[config.mk]
export PLATFORM = sky130hd
export DESIGN_NAME = bullet_engine
export DESIGN_NICKNAME = d
export VERILOG_FILES = /design/src/rtl/tank_pkg.sv /design/src/rtl/edge_detect.sv /design/src/rtl/bullet_engine.sv
export SDC_FILE = /design/constraint.sdc
export NUM_CORES = 1
export LEC_CHECK = 0
export CAP_MARGIN = 30
export CORE_ASPECT_RATIO = 0.5
export CORE_MARGIN = 2
export CORE_UTILIZATION = 61
export CTS_CLUSTER_SIZE = 24
export DETAILED_ROUTE_END_ITERATION = 6
export PLACE_DENSITY = 0.91
export SYNTH_ARGS = -nofsm -noshare
export SYNTH_HDL_FRONTEND = slang
export SYNTH_SLANG_ARGS = --single-unit
export TNS_END_PERCENT = 20
[constraint.sdc]
create_clock -name Clk -period 7.6 [get_ports Clk]
set_input_delay 1.14 -clock Clk [delete_from_list [all_inputs] [get_ports Clk]]
set_output_delay 1.14 -clock Clk [all_outputs]
set_load 0.02 [all_outputs]
[src/rtl/tank_pkg.sv]
// tank_pkg -- shared types and constants for the tank game slice.
//   dir_t          : tank / bullet facing (00 up, 01 down, 10 left, 11 right)
//   COL_*          : collision-detector result codes (COL_NONE = nothing hit)
//   SCREEN_W/H     : visible VGA area in pixels
//   PARK_POS       : off-screen coordinate used for an inactive bullet
//   bullet_state_t : bullet engine FSM states
//   reverse_dir    : opposite facing along the same axis
package tank_pkg;

  typedef enum logic [1:0] {
    DIR_UP    = 2'b00,
    DIR_DOWN  = 2'b01,
    DIR_LEFT  = 2'b10,
    DIR_RIGHT = 2'b11
  } dir_t;

  localparam logic [2:0] COL_TOP    = 3'b000;
  localparam logic [2:0] COL_BOTTOM = 3'b001;
  localparam logic [2:0] COL_LEFT   = 3'b010;
  localparam logic [2:0] COL_RIGHT  = 3'b011;
  localparam logic [2:0] COL_NONE   = 3'b100;

  localparam int unsigned SCREEN_W = 640;
  localparam int unsigned SCREEN_H = 480;

  localparam logic [9:0] PARK_POS = 10'd1000;

  typedef enum logic [1:0] {
    ST_IDLE     = 2'b00,
    ST_FLIGHT   = 2'b01,
    ST_COOLDOWN = 2'b10
  } bullet_state_t;

  function automatic dir_t reverse_dir(input dir_t d);
    return dir_t'({d[1], ~d[0]});
  endfunction

endpackage

[src/rtl/edge_detect.sv]
// edge_detect -- synchronous rising-edge pulse generator.
//   clk   : sampling clock
//   rst   : synchronous active-high reset, clears all three flops
//   din   : asynchronous level input
//   pulse : one-clk pulse per rising edge of din (two-flop synchroniser
//           followed by an edge register)
module edge_detect (
  input  logic clk,
  input  logic rst,
  input  logic din,
  output logic pulse
);

  logic sync_q1;
  logic sync_q2;
  logic prev_q;

  always_ff @(posedge clk) begin
    if (rst) begin
      sync_q1 <= 1'b0;
      sync_q2 <= 1'b0;
      prev_q  <= 1'b0;
    end else begin
      sync_q1 <= din;
      sync_q2 <= sync_q1;
      prev_q  <= sync_q2;
    end
  end

  assign pulse = sync_q2 & ~prev_q;

endmodule

[src/rtl/bullet_engine.sv]
// bullet_engine -- single-bullet controller for one tank.
//   Clk, Reset              : system clock, synchronous active-high reset
//   frame_clk               : vsync-rate clock, edge-detected into frame_tick
//   fire                    : fire key level; one shot per press
//   dir                     : tank facing at the moment of firing
//   TankX/Y, TankSx/Sy      : owning tank geometry
//   disappear               : bullet-vs-obstacle code (COL_NONE = clear)
//   tank_bullet             : bullet-vs-enemy code (COL_NONE = clear)
//   DrawX, DrawY            : current VGA pixel
//   BulletX/Y, BulletSx/Sy  : bullet geometry (parked at 1000 when inactive)
//   bullet_active           : bullet in flight
//   hit_pulse               : one-Clk pulse when the enemy tank is struck
//   bullet_on               : DrawX/DrawY lies on the active bullet
// Optional feature: define BULLET_BOUNCE_EN to let a bullet bounce off the
// screen edge up to two times before a wall contact kills it.
module bullet_engine
  import tank_pkg::*;
#(
  parameter int unsigned BULLET_SIZE     = 4,
  parameter int unsigned BULLET_STEP     = 4,
  parameter int unsigned COOLDOWN_FRAMES = 15
) (
  input  logic       Clk,
  input  logic       Reset,
  input  logic       frame_clk,
  input  logic       fire,
  input  logic [1:0] dir,
  input  logic [9:0] TankX,
  input  logic [9:0] TankY,
  input  logic [9:0] TankSx,
  input  logic [9:0] TankSy,
  input  logic [2:0] disappear,
  input  logic [2:0] tank_bullet,
  input  logic [9:0] DrawX,
  input  logic [9:0] DrawY,
  output logic [9:0] BulletX,
  output logic [9:0] BulletY,
  output logic [9:0] BulletSx,
  output logic [9:0] BulletSy,
  output logic       bullet_active,
  output logic       hit_pulse,
  output logic       bullet_on
);

  localparam int unsigned CW = (COOLDOWN_FRAMES < 2) ? 1 : $clog2(COOLDOWN_FRAMES + 1);
  localparam logic [CW-1:0] COOL_LOAD = CW'(COOLDOWN_FRAMES);
  localparam logic [10:0]   SZ   = 11'(BULLET_SIZE);
  localparam logic [10:0]   HALF = 11'(BULLET_SIZE / 2);
  localparam logic [10:0]   ST   = 11'(BULLET_STEP);
  localparam logic [10:0]   XMAX = 11'(SCREEN_W - 1);
  localparam logic [10:0]   YMAX = 11'(SCREEN_H - 1);

  logic frame_tick;
  logic fire_req;

  edge_detect u_frame_edge (
    .clk   (Clk),
    .rst   (Reset),
    .din   (frame_clk),
    .pulse (frame_tick)
  );

  edge_detect u_fire_edge (
    .clk   (Clk),
    .rst   (Reset),
    .din   (fire),
    .pulse (fire_req)
  );

  bullet_state_t state_q, state_n;
  dir_t          dir_q, dir_n;
  logic [9:0]    x_q, x_n, y_q, y_n;
  logic [CW-1:0] cnt_q, cnt_n;
  logic          active_q, active_n;
  logic          hit_q, hit_n;
`ifdef BULLET_BOUNCE_EN
  logic [1:0]    bounce_q, bounce_n;
`endif

  // Spawn point, 11 bits wide; each subtraction is guarded by its bound
  // check so a tank hugging the top/left edge never wraps.
  logic [10:0] tx, ty, tsx, tsy, cx, cy;
  logic [10:0] spawn_x, spawn_y;
  logic        spawn_ok;

  always_comb begin
    tx  = {1'b0, TankX};
    ty  = {1'b0, TankY};
    tsx = {1'b0, TankSx};
    tsy = {1'b0, TankSy};
    cx  = tx + (tsx >> 1);
    cy  = ty + (tsy >> 1);
    spawn_x  = '0;
    spawn_y  = '0;
    spawn_ok = 1'b1;
    unique case (dir_t'(dir))
      DIR_UP, DIR_DOWN: begin
        if (cx >= HALF) spawn_x = cx - HALF;
        else            spawn_ok = 1'b0;
        if (dir_t'(dir) == DIR_UP) begin
          if (ty >= SZ + 11'd1) spawn_y = ty - SZ - 11'd1;
          else                  spawn_ok = 1'b0;
        end else begin
          spawn_y = ty + tsy + 11'd1;
        end
      end
      default: begin
        if (cy >= HALF) spawn_y = cy - HALF;
        else            spawn_ok = 1'b0;
        if (dir_t'(dir) == DIR_LEFT) begin
          if (tx >= SZ + 11'd1) spawn_x = tx - SZ - 11'd1;
          else                  spawn_ok = 1'b0;
        end else begin
          spawn_x = tx + tsx + 11'd1;
        end
      end
    endcase
    if (spawn_x > XMAX || spawn_y > YMAX) spawn_ok = 1'b0;
  end

  // Wall test for the next step along the latched direction, plus the
  // stepped position (only used when the wall test is clear).
  logic [10:0] bx, by;
  logic        wall;
  logic [9:0]  step_x, step_y;

  always_comb begin
    bx     = {1'b0, x_q};
    by     = {1'b0, y_q};
    wall   = 1'b0;
    step_x = x_q;
    step_y = y_q;
    unique case (dir_q)
      DIR_UP: begin
        wall   = by < ST;
        step_y = y_q - 10'(BULLET_STEP);
      end
      DIR_DOWN: begin
        wall   = (by + ST + SZ) > YMAX;
        step_y = y_q + 10'(BULLET_STEP);
      end
      DIR_LEFT: begin
        wall   = bx < ST;
        step_x = x_q - 10'(BULLET_STEP);
      end
      default: begin
        wall   = (bx + ST + SZ) > XMAX;
        step_x = x_q + 10'(BULLET_STEP);
      end
    endcase
  end

  logic kill;

  always_comb begin
    state_n  = state_q;
    dir_n    = dir_q;
    x_n      = x_q;
    y_n      = y_q;
    cnt_n    = cnt_q;
    active_n = active_q;
    hit_n    = 1'b0;
    kill     = 1'b0;
`ifdef BULLET_BOUNCE_EN
    bounce_n = bounce_q;
`endif
    unique case (state_q)
      ST_IDLE: begin
        if (fire_req) begin
          dir_n = dir_t'(dir);
          if (spawn_ok) begin
            state_n  = ST_FLIGHT;
            x_n      = spawn_x[9:0];
            y_n      = spawn_y[9:0];
            active_n = 1'b1;
`ifdef BULLET_BOUNCE_EN
            bounce_n = '0;
`endif
          end else begin
            state_n = ST_COOLDOWN;
            cnt_n   = COOL_LOAD;
          end
        end
      end
      ST_FLIGHT: begin
        if (frame_tick) begin
          if (tank_bullet != COL_NONE) begin
            kill  = 1'b1;
            hit_n = 1'b1;
          end else if (disappear != COL_NONE) begin
            kill = 1'b1;
          end else if (wall) begin
`ifdef BULLET_BOUNCE_EN
            // Bounce keeps the bullet in place this tick; it moves the
            // opposite way on the next one.
            if (bounce_q < 2'd2) begin
              dir_n    = reverse_dir(dir_q);
              bounce_n = bounce_q + 2'd1;
            end else begin
              kill = 1'b1;
            end
`else
            kill = 1'b1;
`endif
          end else begin
            x_n = step_x;
            y_n = step_y;
          end
          if (kill) begin
            state_n  = ST_COOLDOWN;
            cnt_n    = COOL_LOAD;
            x_n      = PARK_POS;
            y_n      = PARK_POS;
            active_n = 1'b0;
          end
        end
      end
      ST_COOLDOWN: begin
        if (frame_tick) begin
          if (cnt_q <= CW'(1)) begin
            state_n = ST_IDLE;
            cnt_n   = '0;
          end else begin
            cnt_n = cnt_q - CW'(1);
          end
        end
      end
      default: state_n = ST_IDLE;
    endcase
  end

  always_ff @(posedge Clk) begin
    if (Reset) begin
      state_q  <= ST_IDLE;
      dir_q    <= DIR_UP;
      x_q      <= PARK_POS;
      y_q      <= PARK_POS;
      cnt_q    <= '0;
      active_q <= 1'b0;
      hit_q    <= 1'b0;
`ifdef BULLET_BOUNCE_EN
      bounce_q <= '0;
`endif
    end else begin
      state_q  <= state_n;
      dir_q    <= dir_n;
      x_q      <= x_n;
      y_q      <= y_n;
      cnt_q    <= cnt_n;
      active_q <= active_n;
      hit_q    <= hit_n;
`ifdef BULLET_BOUNCE_EN
      bounce_q <= bounce_n;
`endif
    end
  end

  assign BulletX       = x_q;
  assign BulletY       = y_q;
  assign BulletSx      = 10'(BULLET_SIZE);
  assign BulletSy      = 10'(BULLET_SIZE);
  assign bullet_active = active_q;
  assign hit_pulse     = hit_q;

  assign bullet_on = active_q &&
                     ({1'b0, DrawX} >= bx) && ({1'b0, DrawX} <= bx + SZ) &&
                     ({1'b0, DrawY} >= by) && ({1'b0, DrawY} <= by + SZ);

endmodule

Word-level counts from Yosys, hierarchy flattened
Cells that the tools add are included.

Flip-flop bits (word level): 36. Output and inout bits: 43.

Add/sub/neg operators: 21. $lt $le $gt $ge: 15. Equal/unequal tests: 20. Muxes and demuxes: 60. Bitwise gates (word level): 6. Reduce and logical (&&, ||, !) cells: 19.

Operators by type and width (number): $mux 10 (14); $mux 11 (8); $pmux 10 s2 (4); $mux 4 (6); $add 10x10->11 (2); $add 10x3->11 const B (2); $add 10x9->11 (2); $add 11x1->11 const B (2); $add 11x3->11 const B (2); $ge 11x2->1 const B (2); $gt 11x10->1 const B (2); $gt 11x9->1 const B (2); $le 10x11->1 (2); $sub 10x3->11 const B (2); $sub 11x1->11 const B (2); $sub 11x2->11 const B (2); $add 10x3->10 const B (2); $ge 10x10->1 (2); $ge 10x3->1 const B (2); $lt 10x3->1 const B (2); $sub 10x3->10 const B (2); $mux 1 (18); $ne 3x3->1 const B (6); $reduce_and 8->1 (2); other kinds (23) (49).

Logic depth before layout (Yosys ltp)
Gate-level depths: netlist of run 1.

Depth in word-level cells: 12. Gate-level depth with buffers: 18. Mapped depth without buffers: 16.

Modules after synthesis
Synthesis of run 1 repeated with hierarchy kept, for this count alone.

Cell total of the unflattened synthesis: 946. Area total of the unflattened synthesis: 7010.5 sq um.

Modules (own cells, without submodules): bullet_engine (instances 1, cells each 932, area an instance 6835.3 sq um, sequential area each 600.6 sq um); edge_detect (instances 2, cells each 7, area an instance 87.6 sq um, sequential area each 60.1 sq um).

Least setup slack after synthesis of run 1
No wires, ideal clock.

Kind: input to register. Start: input TankX[0]. End: register y_q[3] (netlist: BulletY[3]). Library setup time: 0.122 ns. Arrival time: 4.404 ns. Required time: 7.478 ns. Slack: 3.074 ns. Stages: 15. Path buffers: 1. Cell sequence: ha_1 > inv_1 > fa_1 > nand2b_1 > a2111oi_0 > mux2i_1 > a211oi_2 > and4b_1 > mux2i_1 > nand4b_4 > a2111oi_4 > a21o_1 > buf_6 > nand2_4 > a221o_1.

Word-level cells in the longest chain between the ends: 10. Elaborated cells between the ends (all ways): 23. Those cells by class: 6 x add/sub; 3 x order compare; 1 x eq/ne; 11 x mux; 2 x reduce/logical.

Ends and longest elaborated chain: from (decl) (RTL line bullet_engine.sv:28) `input logic [9:0] TankX,`; $sub 10x3->11 (RTL line bullet_engine.sv:111) `if (tx >= SZ + 11'd1) spawn_x = tx - SZ - 11'd1;`; $sub 11x1->11 (RTL line bullet_engine.sv:111); $mux 11 (RTL line bullet_engine.sv:111); $mux 11 (RTL line bullet_engine.sv:110) `if (dir_t'(dir) == DIR_LEFT) begin`; $mux 11 (RTL line bullet_engine.sv:96) `unique case (dir_t'(dir))`; $gt 11x10->1 (RTL line bullet_engine.sv:118) `if (spawn_x > XMAX || spawn_y > YMAX) spawn_ok = 1'b0;`; $logic_or 1x1->1 (RTL line bullet_engine.sv:118); $mux 1 (*) (RTL line bullet_engine.sv:118); $ne 2x2->1 (no line) (*); $reduce_and 8->1 (no line) (*); to (signal assigned) (RTL line bullet_engine.sv:248) `y_q <= y_n;`; to (decl) (RTL line bullet_engine.sv:72) `logic [9:0] x_q, x_n, y_q, y_n;`.

Every way passes the cells marked *; elsewhere a longest branch is shown, timed or not. A chain may end at the register's enable or synchronous reset.

Final worst setup path of run 1
Start: input TankX[0]. End: register y_q[7] (netlist: BulletY[7]).

The elaborated chain is that of the path after synthesis.

==> metrics.json, run 1 <==
{
  "final-setup-viol-count": 0,
  "max-slew-margin-rel": 0.390,
  "tritoncts": "yes",
  "ff_latch_count_synth": 36,
  "seq_area_frac_synth": 0.101,
  "ys.flop_type": "sky130_fd_sc_hd__dfxtp_1",
  "clockBufferDepth": 2,
  "grt_pass1_wl_um": 32900,
  "comb_power_share": 0.683,
  "run_status": "complete, no violations",
  "synthDominantCellAreaShare": 0.170,
  "preCtsSetupSlack_ps": 1760,
  "ys_top_cells_by_area": "sky130_fd_sc_hd__ha_1 17%, sky130_fd_sc_hd__dfxtp_1 10%, sky130_fd_sc_hd__xnor2_1 5.5%",
  "dpl.cell_count": 1163,
  "critPathRequiredTime_ps": 7760,
  "timing.final.max_slew_violations": 0,
  "post-route-min-period_ps": 5690,
  "register_area_um2": 721,
  "die_w_um": 157,
  "holdBufCountCts": 0,
  "report.final.hold_viol_count": 0,
  "rsz0062_at_grt": "no",
  "io_pins": 115,
  "finish.net_count": 1184,
  "yosysWarnings": 0,
  "commonest_non_fill_non_tap_cells_in_the_layout": "97 x sky130_fd_sc_hd__ha_1, 94 x sky130_fd_sc_hd__clkdlybuf4s50_1, 69 x sky130_fd_sc_hd__nand2_1",
  "htree_num_levels": 2,
  "route.detailed.drc": 0,
  "min_path_cells": 1,
  "max_cap_viol_count": 0,
  "hpwlAfterDp_um": 16000,
  "synth.largest_area_cell": "sky130_fd_sc_hd__ha_1",
  "timing.final.crit_share": 0.749,
  "firstDrtPassIters": 5,
  "num_antenna_cells": 0,
  "area_growth_pct": 14.6,
  "fin_tns_setup_ps": 0,
  "grt_max_degree": 41,
  "place.gp.congestion": 0.904,
  "vdd_drop_max_v": 0.000125,
  "internal_power_mw": 0.895,
  "grt_util_all_layers": 0.315,
  "critPathArrivalTime_ps": 5860,
  "final_antenna_net_count": 0,
  "sequentialPowerShare": 0.198,
  "route.final.wire_length_um": 20400,
  "p_sw_mw": 0.859,
  "post_dp_cell_area_mm2": 0.00805,
  "floorplan.die_area_mm2": 0.0127,
  "cellLeakagePower_nw": 3.54,
  "report.power.total_mw": 1.75,
  "post-route-util": 0.731,
  "timing.clock.skew_ps": 3.52,
  "worst_hold_slack_ps": 437,
  "worstMarginPinSlew_ps": 915,
  "syn-instance-count": 953,
  "cts.repair_timing.setup_buffer_count": 0,
  "cts_resizes": 0,
  "final_cell_area_mm2": 0.00820,
  "postLayoutSetupSlackWorst_ps": 1910,
  "avgSynthCellArea_um2": 7.51,
  "cts_num_sinks": 36,
  "max_freq_mhz": 176,
  "route.vias.total": 7676,
  "via_density_per_instance": 6.56,
  "insertion_delay_ps": 280,
  "cp-startpoint": "TankX[0]",
  "timing_worst_setup_path_type": "input pin to register",
  "number_of_flops_mapped_to_enable_cells_by_yosys": 0,
  "grt.overflow.total": 0,
  "initial_core_util": 0.638,
  "layout.cells.non_filler": 1171,
  "grt_antenna_before_repair": 0,
  "detailedRoute.firstIterationViolations": 794,
  "hold_path.class": "register to register",
  "core_area_mm2": 0.0112,
  "cts-buffers-inserted": 5,
  "clk_pin_slew_worst_paths_ps": 60,
  "setup.worst_path.start_class": "input pin",
  "post_synth_num_cell_types": 84,
  "drive_above_1_share": 0.0405,
  "p_per_area_mw_per_mm2": 214,
  "syn_area_mm2": 0.00716,
  "port_buffers": 94,
  "crit-reg2reg-launch": "BulletX[2]",
  "r2r_cells": 11,
  "most_frequent_standard_cell_in_the_layout_excluding_fill_and_tap_cells": "sky130_fd_sc_hd__ha_1",
  "share_of_flip_flops_with_an_asynchronous_set_or_reset": 0,
  "power_frac_clock": 0.119,
  "netSwitchingFraction": 0.490,
  "fillers": 901,
  "critPathCaptureType": "register",
  "via_count_of_the_first_global_routing_pass": 6819,
  "worstHoldStart": "u_frame_edge.sync_q1",
  "clock-root-buffer": "sky130_fd_sc_hd__clkbuf_16",
  "placement_rows": 27,
  "wl_per_cell_um": 17.4,
  "multi_input_comb_area_mm2": 0.00595,
  "die-height_um": 80.6,
  "critPathMaxFanout": 20
}
## cell usage after synthesis, types with 5 or more instances
master	instances
sky130_fd_sc_hd__a22oi_1	5
sky130_fd_sc_hd__and4b_1	6
sky130_fd_sc_hd__mux2i_1	14
sky130_fd_sc_hd__a221oi_1	8
sky130_fd_sc_hd__a21oi_1	65
sky130_fd_sc_hd__nand2_1	69
sky130_fd_sc_hd__and3_1	6
sky130_fd_sc_hd__xor2_1	15
sky130_fd_sc_hd__o21a_1	9
sky130_fd_sc_hd__a211oi_1	23
sky130_fd_sc_hd__buf_4	20
sky130_fd_sc_hd__nand2b_1	20
sky130_fd_sc_hd__ha_1	97
sky130_fd_sc_hd__a31o_2	6
sky130_fd_sc_hd__dfxtp_1	36
sky130_fd_sc_hd__a31oi_1	12
sky130_fd_sc_hd__o21ai_0	53
sky130_fd_sc_hd__nor2b_1	18
sky130_fd_sc_hd__nor4_1	11
sky130_fd_sc_hd__a221o_1	9
sky130_fd_sc_hd__nand3_1	20
sky130_fd_sc_hd__nor3b_1	5
sky130_fd_sc_hd__a21boi_0	5
sky130_fd_sc_hd__o211ai_1	9
sky130_fd_sc_hd__xnor2_1	45
sky130_fd_sc_hd__clkbuf_1	36
sky130_fd_sc_hd__nand4_1	13
sky130_fd_sc_hd__a21o_1	39
sky130_fd_sc_hd__and2_1	7
sky130_fd_sc_hd__nand3b_1	5
sky130_fd_sc_hd__nor2_1	60
sky130_fd_sc_hd__o31ai_1	7
sky130_fd_sc_hd__or3_1	14
sky130_fd_sc_hd__inv_1	58
sky130_fd_sc_hd__nor3_1	25
## layout make-up
| cell class | instances | area share |
|---|---|---|
| Multi-Input combinational cell | 811 | 0.725 |
| Timing Repair Buffer | 97 | 0.117 |
| Sequential cell | 36 | 0.0878 |
| Inverter | 60 | 0.0275 |
| Tap cell | 159 | 0.0242 |
| Clock buffer | 7 | 0.0174 |
| Clock inverter | 1 | 0.000915 |
## sequential cells by signal, indices dropped and copies added, names as in the netlist
signal / cells
u_fire_edge.sync_q2: 1
u_frame_edge.prev_q: 1
u_frame_edge.sync_q1: 1
hit_pulse: 1
u_fire_edge.prev_q: 1
state_q: 2
BulletX: 10
dir_q: 2
u_fire_edge.sync_q1: 1
bullet_active: 1
u_frame_edge.sync_q2: 1
cnt_q: 4
BulletY: 10
## power by group through the flow
stage	combinational [mW]	clock [mW]	sequential [mW]
CTS	1.18	0.207	0.342
finish	1.20	0.209	0.347
global route	1.31	0.216	0.356
floorplan	0.852	0	0.336
detailed placement	1.16	0	0.346
global placement	1.13	0	0.341
## kinds of logic (layout without fill, tap and decap cells)
kind of cell    Yosys count  in the layout  share of synthesized area
compound gates          318            318                      0.323
simple gates            295            295                      0.219
buf+inv                 124            165                     0.0780
fa+ha+maj               101            101                      0.181
xor+xnor                 60             60                     0.0734
flops                    36             36                      0.101
mux                      17             17                     0.0243
other cells               2             20                    0.00105
## worst paths after layout
| kind | endpoint | slack, ps |
|---|---|---|
| max reg2reg | BulletY[7] | 3660 |
| min | u_frame_edge.sync_q2 | 440 |
| min reg2reg | u_frame_edge.sync_q2 | 440 |
| max | BulletY[7] | 1910 |
## critical path, stage by stage
cell and delay, ps:
sky130_fd_sc_hd__clkdlybuf4s50_1 570, sky130_fd_sc_hd__ha_1 220, sky130_fd_sc_hd__inv_1 60, sky130_fd_sc_hd__fa_1 400, sky130_fd_sc_hd__nand2b_1 200, sky130_fd_sc_hd__a21oi_1 280
sky130_fd_sc_hd__mux2_2 420, sky130_fd_sc_hd__nor3_1 300, sky130_fd_sc_hd__and4b_1 310, sky130_fd_sc_hd__mux2i_1 90, sky130_fd_sc_hd__mux2i_1 290, sky130_fd_sc_hd__o32a_1 370
sky130_fd_sc_hd__a21o_1 650, sky130_fd_sc_hd__nand2_4 130, sky130_fd_sc_hd__a221o_1 380
## per-layer routing
layer  part of all wire  vias to the layer above  track usage
met5                  0                        -            0
met4              0.021                        0       0.0891
met3               0.10                       45       0.0351
met2               0.42                      447        0.493
met1               0.46                     3546        0.454
li1                   -                     3638            -
Power figures use the tool's default switching activity.
==> inputs of run 2 (changes only) <==
Settings changed: CORE_UTILIZATION 61 to 51, PLACE_DENSITY 0.91 to 0.82.
Clock period 7.6 ns to 5.1 ns, I/O delays scaled along.
==> metrics.json, run 2 (synthesis gave the netlist of run 1 again) <==
{
  "run_status": "complete, no violations",
  "route.final.wire_length_um": 20800,
  "commonest_non_fill_non_tap_cells_in_the_layout": "97 x sky130_fd_sc_hd__ha_1, 94 x sky130_fd_sc_hd__clkdlybuf4s50_1, 69 x sky130_fd_sc_hd__nand2_1",
  "cellLeakagePower_nw": 3.60,
  "critPathArrivalTime_ps": 5090,
  "timing.clock.skew_ps": 5.16,
  "rsz0062_at_grt": "no",
  "wl_per_cell_um": 17.1,
  "insertion_delay_ps": 280,
  "die-height_um": 87.8,
  "setup.worst_path.start_class": "input pin",
  "critPathCaptureType": "register",
  "dpl.cell_count": 1207,
  "crit-reg2reg-launch": "BulletX[2]",
  "tritoncts": "yes",
  "placement_rows": 30,
  "clockBufferDepth": 2,
  "area_growth_pct": 16.8,
  "io_pins": 115,
  "preCtsSetupSlack_ps": 2.01,
  "vdd_drop_max_v": 0.000185,
  "max_cap_viol_count": 0,
  "final-setup-viol-count": 0,
  "drive_above_1_share": 0.0547,
  "worst_hold_slack_ps": 451,
  "detailedRoute.firstIterationViolations": 780,
  "worstMarginPinSlew_ps": 919,
  "route.detailed.drc": 0,
  "place.gp.congestion": 0.938,
  "critPathRequiredTime_ps": 5270,
  "post-route-min-period_ps": 4920,
  "route.vias.total": 7595,
  "holdBufCountCts": 0,
  "most_frequent_standard_cell_in_the_layout_excluding_fill_and_tap_cells": "sky130_fd_sc_hd__ha_1",
  "htree_num_levels": 2,
  "initial_core_util": 0.525,
  "timing_worst_setup_path_type": "input pin to register",
  "wl_met1_um": 9720,
  "hold_path.class": "register to register",
  "min_to": "u_fire_edge.sync_q2",
  "postLayoutSetupSlackWorst_ps": 178,
  "via_count_of_the_first_global_routing_pass": 6849,
  "fillers": 1208,
  "hpwlAfterDp_um": 16500,
  "min_path_cells": 1,
  "num_antenna_cells": 0,
  "clk_pin_slew_worst_paths_ps": 50,
  "via_density_per_instance": 6.25,
  "floorplan.die_area_mm2": 0.0151,
  "cts.repair_timing.setup_buffer_count": 0,
  "core_area_mm2": 0.0136,
  "fin_tns_setup_ps": 0,
  "grt.overflow.total": 0,
  "timing.final.max_slew_violations": 0,
  "port_buffers": 94,
  "layout.cells.non_filler": 1215,
  "post-route-util": 0.613,
  "met2RoutedLength_um": 9000,
  "cts_num_sinks": 36,
  "die_w_um": 172,
  "max-slew-margin-rel": 0.371,
  "grt_util_all_layers": 0.265,
  "firstDrtPassIters": 5,
  "r2r_setup_slack_ps": 1410,
  "r2r_cells": 11,
  "report.final.hold_viol_count": 0,
  "grt_antenna_before_repair": 0,
  "cts-buffers-inserted": 5,
  "worstHoldStart": "u_fire_edge.sync_q1",
  "r2r-end": "BulletX[8]",
  "grt_max_degree": 40,
  "critPathMaxFanout": 16,
  "timing.final.crit_share": 0.965,
  "routed.top_layer": "met4",
  "grt_pass1_wl_um": 33200,
  "max_freq_mhz": 203,
  "p_per_area_mw_per_mm2": 318,
  "final_antenna_net_count": 0,
  "wl_met3_um": 1880,
  "finish.net_count": 1195,
  "clock-root-buffer": "sky130_fd_sc_hd__clkbuf_16"
}
## run 2: power breakdown
| group | internal [mW] | total, mW | leakage (nW) | switching (mW) |
|---|---|---|---|---|
| clock | 0.229 | 0.344 | 0.0798 | 0.115 |
| sequential | 0.355 | 0.516 | 0.295 | 0.160 |
| combinational | 0.795 | 1.80 | 3.23 | 1.00 |
| total | 1.38 | 2.66 | 3.60 | 1.28 |
## run 2: per-layer routing
metal,vias up,GRT usage
met4,0,0.0370
met5,-,0
met1,3530,0.387
met2,370,0.428
li1,3667,-
met3,28,0.0339
## run 2: worst max path at each step
stage	from	endpoint	slack [ps]
6_report	TankSx[1]	BulletY[9]	180
5_1_grt	TankSx[1]	BulletY[9]	10
4_1_cts	TankY[0]	BulletX[8]	250
3_5_place_dp	TankSx[1]	BulletY[9]	2
3_3_place_gp	TankSx[1]	BulletY[9]	210
2_1_floorplan	TankX[0]	BulletY[3]	950
## run 2: per-stage QoR
stage               area [um2]  power [mW]
global placement          8180        2.20
detailed placement        8180        2.26
floorplan                 7220        1.77
CTS                       8350        2.62
global route              8360        2.86
finish                    8360        2.66
## run 2: area by class of cell
| cell class | count | area (um2) | area share |
|---|---|---|---|
| Inverter | 60 | 225 | 0.0269 |
| Tap cell | 192 | 240 | 0.0287 |
| Clock inverter | 3 | 42.5 | 0.00509 |
| Sequential cell | 36 | 721 | 0.0862 |
| Multi-Input combinational cell | 811 | 5960 | 0.713 |
| Timing Repair Buffer | 108 | 1050 | 0.125 |
| Clock buffer | 5 | 125 | 0.0150 |
## run 2: what timing repair did
| item | CTS | global route |
|---|---|---|
| endpoints found under the hold margin | 0 | 0 |
| setup endpoints to repair | 0 | 5 |
| gates resized for setup | 0 | 3 |
## run 2: worst max-delay path: stages
cell and delay, ps:
sky130_fd_sc_hd__clkdlybuf4s50_1 530, sky130_fd_sc_hd__ha_1 220, sky130_fd_sc_hd__inv_1 70, sky130_fd_sc_hd__fa_1 410, sky130_fd_sc_hd__nand2b_1 230, sky130_fd_sc_hd__a21oi_2 250
sky130_fd_sc_hd__mux2_2 410, sky130_fd_sc_hd__nor3_1 240, sky130_fd_sc_hd__and4b_1 310, sky130_fd_sc_hd__mux2i_1 210, sky130_fd_sc_hd__mux2i_1 130, sky130_fd_sc_hd__o32a_1 480
sky130_fd_sc_hd__a21o_1 270, sky130_fd_sc_hd__buf_4 220, sky130_fd_sc_hd__a31o_2 210, sky130_fd_sc_hd__a21o_1 140
